==> src/rtl/stream_fifo_mem.sv <==
// Storage array for stream_fifo_buf: one synchronous write port and one
// asynchronous read port, kept separate so it can be mapped to LUTRAM/BRAM.
module stream_fifo_mem #(
  parameter int DWIDTH = 16,
  parameter int DEPTH  = 8,
  parameter int AW     = 3
) (
  input  logic              clk,
  input  logic              we,
  input  logic [AW-1:0]     waddr,
  input  logic [DWIDTH-1:0] wdata,
  input  logic [AW-1:0]     raddr,
  output logic [DWIDTH-1:0] rdata
);

  // Contents are intentionally not reset.
  logic [DWIDTH-1:0] mem [DEPTH];

  always_ff @(posedge clk) begin
    if (we) begin
      mem[waddr] <= wdata;
    end
  end

  assign rdata = mem[raddr];

endmodule

==> src/rtl/stream_fifo_buf.sv <==
// Elastic first-word-fall-through FIFO behind the round-robin arbiter tree,
// with occupancy status (count, almost_full, empty) and a high-water mark.
module stream_fifo_buf #(
  parameter int DWIDTH   = 16,
  parameter int DEPTH    = 8,
  parameter int AFULL_TH = 6,
  localparam int CW      = $clog2(DEPTH + 1)
) (
  input  logic              clk,
  input  logic              reset,
  input  logic              flush,
  input  logic              in_valid,
  input  logic [DWIDTH-1:0] in_data,
  output logic              in_ready,
  output logic              out_valid,
  output logic [DWIDTH-1:0] out_data,
  input  logic              out_ready,
  output logic [CW-1:0]     count,
  output logic              almost_full,
  output logic              empty,
  output logic [CW-1:0]     hwm
);

  localparam int PW = (DEPTH > 1) ? $clog2(DEPTH) : 1;

  if ((DEPTH < 2) || ((DEPTH & (DEPTH - 1)) != 0)) begin : g_bad_depth
    $error("stream_fifo_buf: DEPTH must be a power of 2 and at least 2");
  end
  if ((AFULL_TH < 1) || (AFULL_TH > DEPTH)) begin : g_bad_afull
    $error("stream_fifo_buf: AFULL_TH must be in 1..DEPTH");
  end

  logic [PW-1:0]     wr_ptr;
  logic [PW-1:0]     rd_ptr;
  logic [CW-1:0]     count_q;
  logic [CW-1:0]     hwm_q;
  logic [CW-1:0]     next_count;
  logic [DWIDTH-1:0] rd_data;
  logic              push;
  logic              pop;

  // Valid/ready: a word moves on an edge where valid and ready are both high.
  // in_ready depends only on registered count, so a pop never frees a slot
  // for a push in the same cycle (no out_ready -> in_ready path).
  assign in_ready    = (count_q != CW'(DEPTH));
  assign out_valid   = (count_q != '0);
  assign push        = in_valid & in_ready;
  assign pop         = out_valid & out_ready;
  assign count       = count_q;
  assign hwm         = hwm_q;
  assign empty       = (count_q == '0);
  assign almost_full = (count_q >= CW'(AFULL_TH));
  assign out_data    = out_valid ? rd_data : '0;

  always_comb begin
    next_count = count_q;
    if (flush) begin
      next_count = '0;
    end else if (push && !pop) begin
      next_count = count_q + CW'(1);
    end else if (pop && !push) begin
      next_count = count_q - CW'(1);
    end
  end

  // Flush wins over push/pop; since next_count is 0 then, hwm is untouched.
  always_ff @(posedge clk or posedge reset) begin
    if (reset) begin
      wr_ptr  <= '0;
      rd_ptr  <= '0;
      count_q <= '0;
      hwm_q   <= '0;
    end else begin
      count_q <= next_count;
      if (next_count > hwm_q) begin
        hwm_q <= next_count;
      end
      if (flush) begin
        wr_ptr <= '0;
        rd_ptr <= '0;
      end else begin
        if (push) wr_ptr <= wr_ptr + PW'(1);
        if (pop)  rd_ptr <= rd_ptr + PW'(1);
      end
    end
  end

  stream_fifo_mem #(
    .DWIDTH (DWIDTH),
    .DEPTH  (DEPTH),
    .AW     (PW)
  ) u_mem (
    .clk   (clk),
    .we    (push & ~flush),
    .waddr (wr_ptr),
    .wdata (in_data),
    .raddr (rd_ptr),
    .rdata (rd_data)
  );

endmodule

==> config.mk <==
export PLATFORM = sky130hd
export DESIGN_NAME = stream_fifo_buf
export DESIGN_NICKNAME = d
export VERILOG_FILES = /design/src/rtl/stream_fifo_mem.sv /design/src/rtl/stream_fifo_buf.sv
export SDC_FILE = /design/constraint.sdc
export NUM_CORES = 1
export LEC_CHECK = 0
export BUFFER_PORTS_ARGS = -buffer_cell sky130_fd_sc_hd__buf_4
export CAP_MARGIN = 20
export CORE_MARGIN = 1
export CORE_UTILIZATION = 59
export DETAILED_ROUTE_END_ITERATION = 8
export GPL_ROUTABILITY_DRIVEN = 0
export PLACE_DENSITY = 0.85
export SYNTH_ARGS = -nofsm -noshare
export SYNTH_HDL_FRONTEND = slang
export SYNTH_SLANG_ARGS = --single-unit
==> constraint.sdc <==
create_clock -name clk -period 4.2 [get_ports clk]
set_clock_uncertainty 0.15 [all_clocks]
set_input_delay 0.63 -clock clk [delete_from_list [all_inputs] [get_ports clk]]
set_output_delay 0.63 -clock clk [all_outputs]
set_load 0.02 [all_outputs]
Yosys cells after proc, flatten, opt, wreduce, memory -nomap -nowiden. Memories as Yosys holds them, arrays and structs flattened. Index checks and enable logic that the tools add are counted.

Memory bits (read-only): 0. Latch bits: 0. Bits in registers: 14. Word-level logic and storage cells: 34. Memories kept: 1. Input port bits: 21. Memory bits (writable): 128.

Memories: u_mem.mem (depth 8, bits a word 16, rd ports 1, clocked after Yosys merged registers in 0, write ports 1, RTL line stream_fifo_mem.sv:17) `logic [DWIDTH-1:0] mem [DEPTH];`.

$mul: 0. $lt $le $gt $ge: 2. Eq/ne operators: 1. Shift operators: 0. Add/sub/neg operators: 4. Reductions and logical operators: 8. Bitwise logic cells: 4. Divide/modulo/power cells: 0. Mux-type cells: 10.

Operators by type and width (count): $mux W16 (1); $mux W3 (4); $mux W4 (3); $add A3 B1 Y3 const B (2); $add A4 B1 Y4 const B (1); $ge A4 B3 Y1 const B (1); $gt A4 B4 Y1 (1); $logic_not A4 Y1 (1); $ne A4 B4 Y1 const B (1); $reduce_bool A2 Y1 (2); $reduce_bool A4 Y1 (1); $sub A4 B1 Y4 const B (1); $and A1 B1 Y1 (3); $logic_and A1 B1 Y1 (2); $logic_not A1 Y1 (2); $mux W1 (2); $not A1 Y1 (1).

Longest topological paths before layout. Gate-level depths: netlist of the first run.

Depth after elaboration: 8. Gate-level depth with buffers: 13.

Hierarchy. A second synthesis of the first run with hierarchy kept.

Cells, all modules: 313. Area, all modules: 5992.0 um^2.

Modules (own cells, without submodules): stream_fifo_mem (area an instance 4973.5 um^2, sequential area each 3843.7 um^2, instances 1, cells an instance 198); stream_fifo_buf (area an instance 1018.5 um^2, sequential area each 350.3 um^2, instances 1, cells an instance 115).

Worst setup path before layout of the first run. No wires, ideal clock.

Kind: flip-flop to flip-flop. From: register count_q[0], in the netlist count[0]. To: memory u_mem.mem[0][0] (enable). Period minus slack after synthesis: 3.390 ns. Slack: 0.810 ns. Data arrival time: 2.830 ns. Path buffers: 0. Data required time: 3.641 ns. Cell stages (with the launch flop): 7. Cells stage by stage: dfrtp_1 > inv_1 > ha_1 > nand3b_1 > nand2_2 > or3_1 > nor3_1.

Cells in the longest elaborated chain, start to end: 5.

Ends and longest elaborated chain: from (decl) (RTL line stream_fifo_buf.sv:35) `logic [CW-1:0] count_q;`; from (signal assigned) (RTL line stream_fifo_buf.sv:74) `count_q <= next_count;`; $ne A4 B4 Y1 (RTL line stream_fifo_buf.sv:45) `assign in_ready = (count_q != CW'(DEPTH));`; via in_ready (RTL line stream_fifo_buf.sv:14) `output logic in_ready,`; $and A1 B1 Y1 (RTL line stream_fifo_buf.sv:47) `assign push = in_valid & in_ready;`; $and A1 B1 Y1 (RTL line stream_fifo_buf.sv:94) `.we (push & ~flush),`; $mux W1 (RTL line stream_fifo_mem.sv:20) `if (we) begin`; $mux W1 (implied by the code) (RTL line stream_fifo_mem.sv:21) `mem[waddr] <= wdata;`; to (decl) (RTL line stream_fifo_mem.sv:17).

The timed path passes the listed nets, and every way through them passes these cells.

Final worst setup path of the first run.
From: register count_q[0], in the netlist count[0]. To: output out_data[11].

Cells in the longest elaborated chain, start to end: 2.

Ends and longest elaborated chain: $reduce_bool A4 Y1 (RTL line stream_fifo_buf.sv:46) `assign out_valid = (count_q != '0);`; $mux W16 (RTL line stream_fifo_buf.sv:53) `assign out_data = out_valid ? rd_data : '0;`; to (decl) (RTL line stream_fifo_buf.sv:16) `output logic [DWIDTH-1:0] out_data,`.

Every way passes these cells.

==> results list, run 1 <==
- Run status: completed
- During I/O placement, the number of pins put on the boundary was 49.
- Type of element capturing the critical path: primary output
- The H-tree was split into 4 levels.
- Drt drc: 0
- The cell area that synthesis handed to floorplanning was 5830 sq um.
- For this run, the top clock speed supported by timing is 275 MHz.
- The worst setup path is launched from a flop.
- The total area inside the core boundary comes to 9420 sq um.
- The die is 101 um tall.
- Pre-CTS WS: 673 ps
- The number of pins with negative max-slew slack in the final report came to 0.
- Setup slack on the worst reg-to-reg path comes out at 610 ps.
* Largest fanout on the critical path: 17
* CTS tree: done
- Post-layout min period: 3630 ps
- Clock latency reported for the late side of the worst-skew pair: about 520 ps
- Number of clock sinks seen by CTS: around 140
- Cells resized by post-CTS repair: 0
- Detailed router's first-iteration violation count: 247
- Post-layout instance count excluding filler cells: 517
* Wire length of the first global-routing pass: ~18 mm
- Master cell of the clock root buffer: sky130_fd_sc_hd__clkbuf_8
* Transition time at the pin with the least slew margin: about 1100 ps
* Routed wirelength normalized by instance count: 22.9 um
- The filler cells instantiated in the layout total 539.
* Pin count of the biggest net entering global routing: 29
- Setup repair after global routing missed its margin: no
- 0 antenna diodes ended up in the layout.
* Total length of routed wires: 11.8 mm
- CTS Buf Count: 17
- During placement, the flow inserted port buffers numbering 48.
* Warning count from the yosys run: 0
- Area of the die: 10300 sq um
* Total grt overflow: 0
* Required time at the worst-slack endpoint: 3420 ps
* Sequential area share after synthesis: 72.0%
- The worst-case IR drop observed on VDD is 0.000358 V.
- Final Hold Vio Count: 0
- Layout overhead on the synthesized area: 19.4%
* Syn Area/Cell: approximately 19 sq um
- Number of placement rows: 35
- After synthesis, the share of flip-flops with an asynchronous set or reset is 9.86%.
* PD cells: roughly 680 nW/um^2
* Leak Pwr: 2.42 nW
* Top_reg_cell synth: sky130_fd_sc_hd__edfxtp_1
* Post-CTS setup repair buffer count: 0
* Total half-perimeter wirelength after legalization and detailed placement: between 7 and 8 mm
- Total Negative Setup Slacks: 0 ps
- Once the floorplan was initialized, standard cells occupied 61.9% of the core.
- After layout, the worst path uses 86.4% of the clock period.
- The final layout contains 405 nets.
- Flop and latch count out of synthesis: 142
* Via count: just over 3k
- In this run the worst hold path is classified as primary input to async pin.
- STA puts the critical path data arrival time at between 2000 and 3000 ps.
* Hold buffer count at CTS: 0
- Number of standard cells after synthesis: 312
- Normalized max-slew margin: 25.7%
- Vias per inst: slightly below 6
* Initial antenna violation count: 0
- The first TritonRoute pass finished after 5 iterations.
- Unique masters post-synth: 39
- PnR worst setup slack: 569 ps
* Max Cap Violations: 0
- Fraction of the core area covered by cells at the end of the flow: 73.9%
- The via count of the first global-routing pass came to between 3k and 4k.
- Once placement completed, the tool counted placed cells totaling between 400 and 500.
- GRT Overall Usage: 25.6%
* Total chip power: 4.70 mW
- Setup violations remaining at the end of the flow were counted as 0.
* Count of flip-flops with a built-in enable after synthesis: about 130
- The clock passes through at most 2 buffers.
- The critical path in this run is classified as flop to primary output.
* Synthesized Nets: 342
- Clock transition at the registers of the reported paths: around 60 ps
* Fraction of layout cells with a size suffix above 1: 34.3%
* Remaining antenna violation count: 0
- Measured along the x axis, the die boundary spans 101 um.
-- synth_stat cells, types with 2 or more instances --
library cell	instances	area, sq um
sky130_fd_sc_hd__o21ai_0	3	15.0
sky130_fd_sc_hd__ha_1	9	113
sky130_fd_sc_hd__nor3_1	4	20.0
sky130_fd_sc_hd__mux4_2	32	721
sky130_fd_sc_hd__nand2_1	8	30.0
sky130_fd_sc_hd__mux2i_1	18	180
sky130_fd_sc_hd__o22ai_1	2	12.5
sky130_fd_sc_hd__nand2b_1	4	25.0
sky130_fd_sc_hd__a211oi_1	2	15.0
sky130_fd_sc_hd__buf_2	5	25.0
sky130_fd_sc_hd__nor2_1	33	124
sky130_fd_sc_hd__edfxtp_1	128	3840
sky130_fd_sc_hd__a211oi_2	2	25.0
sky130_fd_sc_hd__nor2b_1	2	12.5
sky130_fd_sc_hd__buf_1	3	11.3
sky130_fd_sc_hd__nand3_1	3	15.0
sky130_fd_sc_hd__a21oi_1	3	15.0
sky130_fd_sc_hd__inv_1	8	30.0
sky130_fd_sc_hd__clkbuf_1	4	15.0
sky130_fd_sc_hd__buf_6	3	33.8
sky130_fd_sc_hd__xor2_1	4	35.0
sky130_fd_sc_hd__dfrtp_1	14	350
sky130_fd_sc_hd__mux2_2	2	22.5
-- final timing paths --
| path | startpoint | cells past startpoint | endpoint |
|---|---|---|---|
| worst min-delay path | reset | 2 | count[2]$_DFF_PP0_ |
| worst min register to register | hwm[3]$_DFFE_PP0N_ | 2 | hwm[3]$_DFFE_PP0N_ |
| max in group asynchronous | reset | 2 | rd_ptr[0]$_DFFE_PP0P_ |
| min in group clk | in_data[11] | 1 | u_mem.mem[3][11]$_DFFE_PP_ |
| worst max register to register | count[0]$_DFF_PP0_ | 10 | hwm[0]$_DFFE_PP0N_ |
| worst max-delay path | count[0]$_DFF_PP0_ | 6 | out_data[11] |
-- critical path, cell delays in order, from the launching register on --
cell	delay, ps
sky130_fd_sc_hd__dfrtp_1	460
sky130_fd_sc_hd__inv_1	110
sky130_fd_sc_hd__ha_1	290
sky130_fd_sc_hd__or3b_1	320
sky130_fd_sc_hd__clkinv_1	600
sky130_fd_sc_hd__nor2_1	350
sky130_fd_sc_hd__buf_4	190
-- routing by layer --
metal	vias to the layer above	part of all wire, %	track usage, %
met5	-	0	0
met4	0	1.9	10.9
met3	25	5.6	4.69
met2	131	54	44.3
met1	1564	39	32.0
li1	1357	-	-
-- where the power goes --
part	internal [mW]	switching [mW]
registers	1.63	0.0917
logic	0.675	0.813
clock network	0.912	0.585
-- sequential cells by signal, indices dropped and copies added (netlist names) --
signal / flops
count: 4
hwm: 4
rd_ptr: 3
u_mem.mem: 128
wr_ptr: 3
-- cell usage in the layout, fill, tap and decap left out, drive strengths merged, types with 2 or more instances in the layout --
cell type | netlist | final
inv | 8 | 13
nor3 | 4 | 4
mux4 | 32 | 32
a211oi | 4 | 4
dfrtp | 14 | 14
mux2i | 18 | 18
ha | 9 | 9
clkinvlp | 0 | 5
o21ai | 3 | 3
nand2 | 10 | 10
bufinv | 0 | 3
clkinv | 1 | 3
o22ai | 2 | 2
edfxtp | 128 | 128
nor2b | 2 | 2
xor2 | 4 | 4
nor2 | 33 | 33
a21oi | 3 | 3
nand3 | 3 | 3
buf | 11 | 59
nand2b | 4 | 4
mux2 | 4 | 4
clkbuf | 4 | 17
-- metrics by stage --
stage               cell area [sq um]  hold slack [ps]
floorplan                        5830              369
global placement                 6360              338
detailed placement               6360              363
CTS                              6950             25.2
global route                     6950             71.9
finish                           6950             16.6
-- cell type report --
cell class	instances	area, sq um	area share (%)
multi-input combinational	146	1520	21.9
inverter	9	33.8	0.486
clock inverter	15	184	2.64
sequential	142	4200	60.3
clock buffer	17	414	5.96
tap	129	161	2.32
timing repair buffer	59	443	6.37
-- cells by family (layout without fill, tap and decap cells) --
| family | Yosys count | count (layout) | synth area share, % |
|---|---|---|---|
| DFF | 142 | 142 | 72.0 |
| and+or+nand+nor | 62 | 62 | 5.03 |
| muxes | 54 | 54 | 16.3 |
| buffers and inverters | 24 | 100 | 2.04 |
| AOI/OAI and AO/OA | 16 | 16 | 1.95 |
| adders and majority gates | 9 | 9 | 1.93 |
| xor gates and xnor gates | 5 | 5 | 0.752 |
Power figures use the tool's default switching activity.
==> run 2: changes to the inputs <==
Settings changed: CORE_UTILIZATION 59 to 60, CTS_BUF_LIST from default to sky130_fd_sc_hd__clkbuf_8, CTS_CLUSTER_DIAMETER from default to 30, HOLD_SLACK_MARGIN from default to 0.06, PLACE_DENSITY 0.85 to 0.86.
==> results list, run 2 (synthesis results as in run 1) <==
- Pin placement for this block handled 49 I/O pins.
* # nets final: slightly above 400
* Leading cell type in the layout, fill and taps excluded: sky130_fd_sc_hd__edfxtp_1
- Wire length of the first global-routing pass: 16.9 mm
* Leak Pwr: about 2.4 nW
- Remaining antenna violation count: 0
* Drt drc: 0
* Final Hold Vio Count: 0
- CTS tree: done
* PD cells: ~630 nW/um^2
- Startpoint of the worst-slack reg-to-reg timing path: count[1]$_DFF_PP0_
- Total grt overflow: 0
* CTS Buf Count: 17
- The floorplan step defined a die boundary enclosing 10100 sq um.
* CTS HTree Levels: 4
- Effective utilization at floorplan: 62.5%
* GRT Overall Usage: between 20% and 30%
- Worst reg2reg path endpoint: hwm[0]$_DFFE_PP0N_
- Total half-perimeter wirelength after legalization and detailed placement: 6.74 mm
* Hold buffer count at CTS: 0
- Clock latency reported for the late side of the worst-skew pair: 420 ps
- Required time at the worst-slack endpoint: 4370 ps
* Fraction of layout cells with a size suffix above 1: 34.5%
- The register with the most flip-flops in the layout has 128 of them.
- Most used cells in the layout excluding fill and tap cells: 128 x sky130_fd_sc_hd__edfxtp_1, 62 x sky130_fd_sc_hd__buf_4, 33 x sky130_fd_sc_hd__nor2_1
- Final Cycle Share: 83.9%
* Type of element capturing the critical path: flop
- Pin count of the biggest net entering global routing: 35
* Upper clock frequency limit: 284 MHz
* Number of placement rows: 35
* Cells resized by post-CTS repair: 0
* Total length of routed wires: between 10 and 15 mm
- In this run the post-CTS setup repair buffer count came out at 0.
- Worst endpoint data arrival time: between 3000 and 4000 ps
- Transition time at the pin with the least slew margin: approximately 1100 ps
- In this run the register-to-register setup slack is 670 ps.
* Die outline height: approximately 100 um
* Pre-CTS WS: 702 ps
- Category of the worst setup path launch point: flop
- Worst setup path category: flop to flop
- Max Cap Violations: 0
* Number of clock sinks seen by CTS: 142
- Biggest register: u_mem.mem
- After clock tree synthesis, the clock-pin slew on the worst setup and hold paths is 80 ps.
* Placeable core region: about 9300 sq um
- The run finished with clean final reports.
- Vias per inst: 5.94
* Routed wirelength normalized by instance count: 21.1 um
* X dimension of the die: around 100 um
- After layout, the minimum clock period comes to between 3000 and 4000 ps.
- Master cell of the clock root buffer: sky130_fd_sc_hd__clkbuf_8
- Setup violation total in the final timing report: 0
* Maximum VDD drop: around 0.0005 V
- Number of global-route vias before repair: around 3.1k
- Across all setup checks in the final design, the least slack found is 674 ps.
* Via count: 3091
* Filler Cell Count: 546
* Max-slew violation count: 0
- Along the worst path, the maximum fanout reaches 8.
- The clock passes through at most 2 buffers.
- The initial antenna violation count was 0.
- Count of cells along the worst register-to-register path: 10
- Number of inserted diodes: 0
* Input/output buffers: 48
* Total Negative Setup Slacks: 0 ps
* Layout overhead on the synthesized area: 16.5%
* Detailed router's first-iteration violation count: between 150 and 200
- In this run the worst hold path is classified as primary input to async pin.
* Normalized max-slew margin: between 20% and 30%
- Setup repair after global routing missed its margin: no
- Before antenna repair, the detailed router went through 5 iterations.
==> run 2: cell count changes in the layout (fill, tap and decap cells not counted) <==
cell and change:
sky130_fd_sc_hd__buf_4 +3, sky130_fd_sc_hd__clkbuf_16 -16, sky130_fd_sc_hd__clkbuf_8 +16, sky130_fd_sc_hd__clkinv_2 +1, sky130_fd_sc_hd__clkinv_4 +3, sky130_fd_sc_hd__clkinvlp_4 -2, sky130_fd_sc_hd__dfrtp_1 -1, sky130_fd_sc_hd__dfrtp_2 +1
sky130_fd_sc_hd__inv_1 +2, sky130_fd_sc_hd__inv_6 -4
==> run 2: area by class of cell <==
cell class | instances | area, sq um | area share [%]
Clock buffer | 17 | 234 | 3.45
Clock inverter | 15 | 173 | 2.54
Inverter | 9 | 33.8 | 0.498
Multi-Input combinational cell | 146 | 1520 | 22.4
Sequential cell | 142 | 4200 | 61.8
Tap cell | 129 | 161 | 2.38
Timing Repair Buffer | 62 | 465 | 6.86
==> run 2: worst max-delay path by stage <==
stage                       startpoint                   endpoint  slack [ps]  cells after the start
global placement    count[1]$_DFF_PP0_         hwm[0]$_DFFE_PP0N_         770                     10
global route        count[1]$_DFF_PP0_         hwm[0]$_DFFE_PP0N_         450                     10
floorplan           count[0]$_DFF_PP0_  u_mem.mem[0][0]$_DFFE_PP_         810                      6
finish              count[1]$_DFF_PP0_         hwm[0]$_DFFE_PP0N_         670                     10
CTS                 count[1]$_DFF_PP0_                out_data[7]         660                      6
detailed placement  count[0]$_DFF_PP0_         hwm[0]$_DFFE_PP0N_         700                     10
==> run 2: per-layer routing <==
metal | track usage, % | vias up | wire (um) | part of all wire [%]
met1 | 32.2 | 1594 | 4580 | 42
met5 | 0 | - | 0 | 0
li1 | - | 1362 | - | -
met4 | 10.4 | 0 | 182 | 1.7
met3 | 4.79 | 18 | 539 | 4.9
met2 | 38.3 | 117 | 5650 | 52
==> run 2: worst max-delay path: stages, from the launching register on <==
cell and delay, ps:
sky130_fd_sc_hd__dfrtp_1 470, sky130_fd_sc_hd__inv_1 110, sky130_fd_sc_hd__ha_1 280, sky130_fd_sc_hd__or3b_1 480, sky130_fd_sc_hd__nand2_4 150, sky130_fd_sc_hd__mux2_1 340
sky130_fd_sc_hd__a211oi_2 290, sky130_fd_sc_hd__ha_1 290, sky130_fd_sc_hd__and4_1 220, sky130_fd_sc_hd__a21oi_1 280, sky130_fd_sc_hd__mux2_2 370
==> run 2: report_power, final <==
| group | switching [mW] | internal (mW) | total (mW) |
|---|---|---|---|
| Sequential | 0.141 | 1.62 | 1.76 |
| Combinational | 0.742 | 0.681 | 1.42 |
| Clock | 0.504 | 0.585 | 1.09 |
==> run 2: metrics by stage <==
| step | area [sq um] | power [mW] | utilization, % | instances | hold WS [ps] |
|---|---|---|---|---|---|
| global route | 6790 | 4.48 | 72.8 | 520 | 149 |
| floorplan | 5830 | 2.76 | - | 312 | 369 |
| finish | 6790 | 4.28 | 72.8 | 520 | 110 |
| CTS | 6790 | 4.31 | 72.8 | 520 | 114 |
| detailed placement | 6380 | 3.23 | 68.4 | 488 | 359 |
| global placement | 6380 | 3.19 | 68.4 | 488 | 339 |
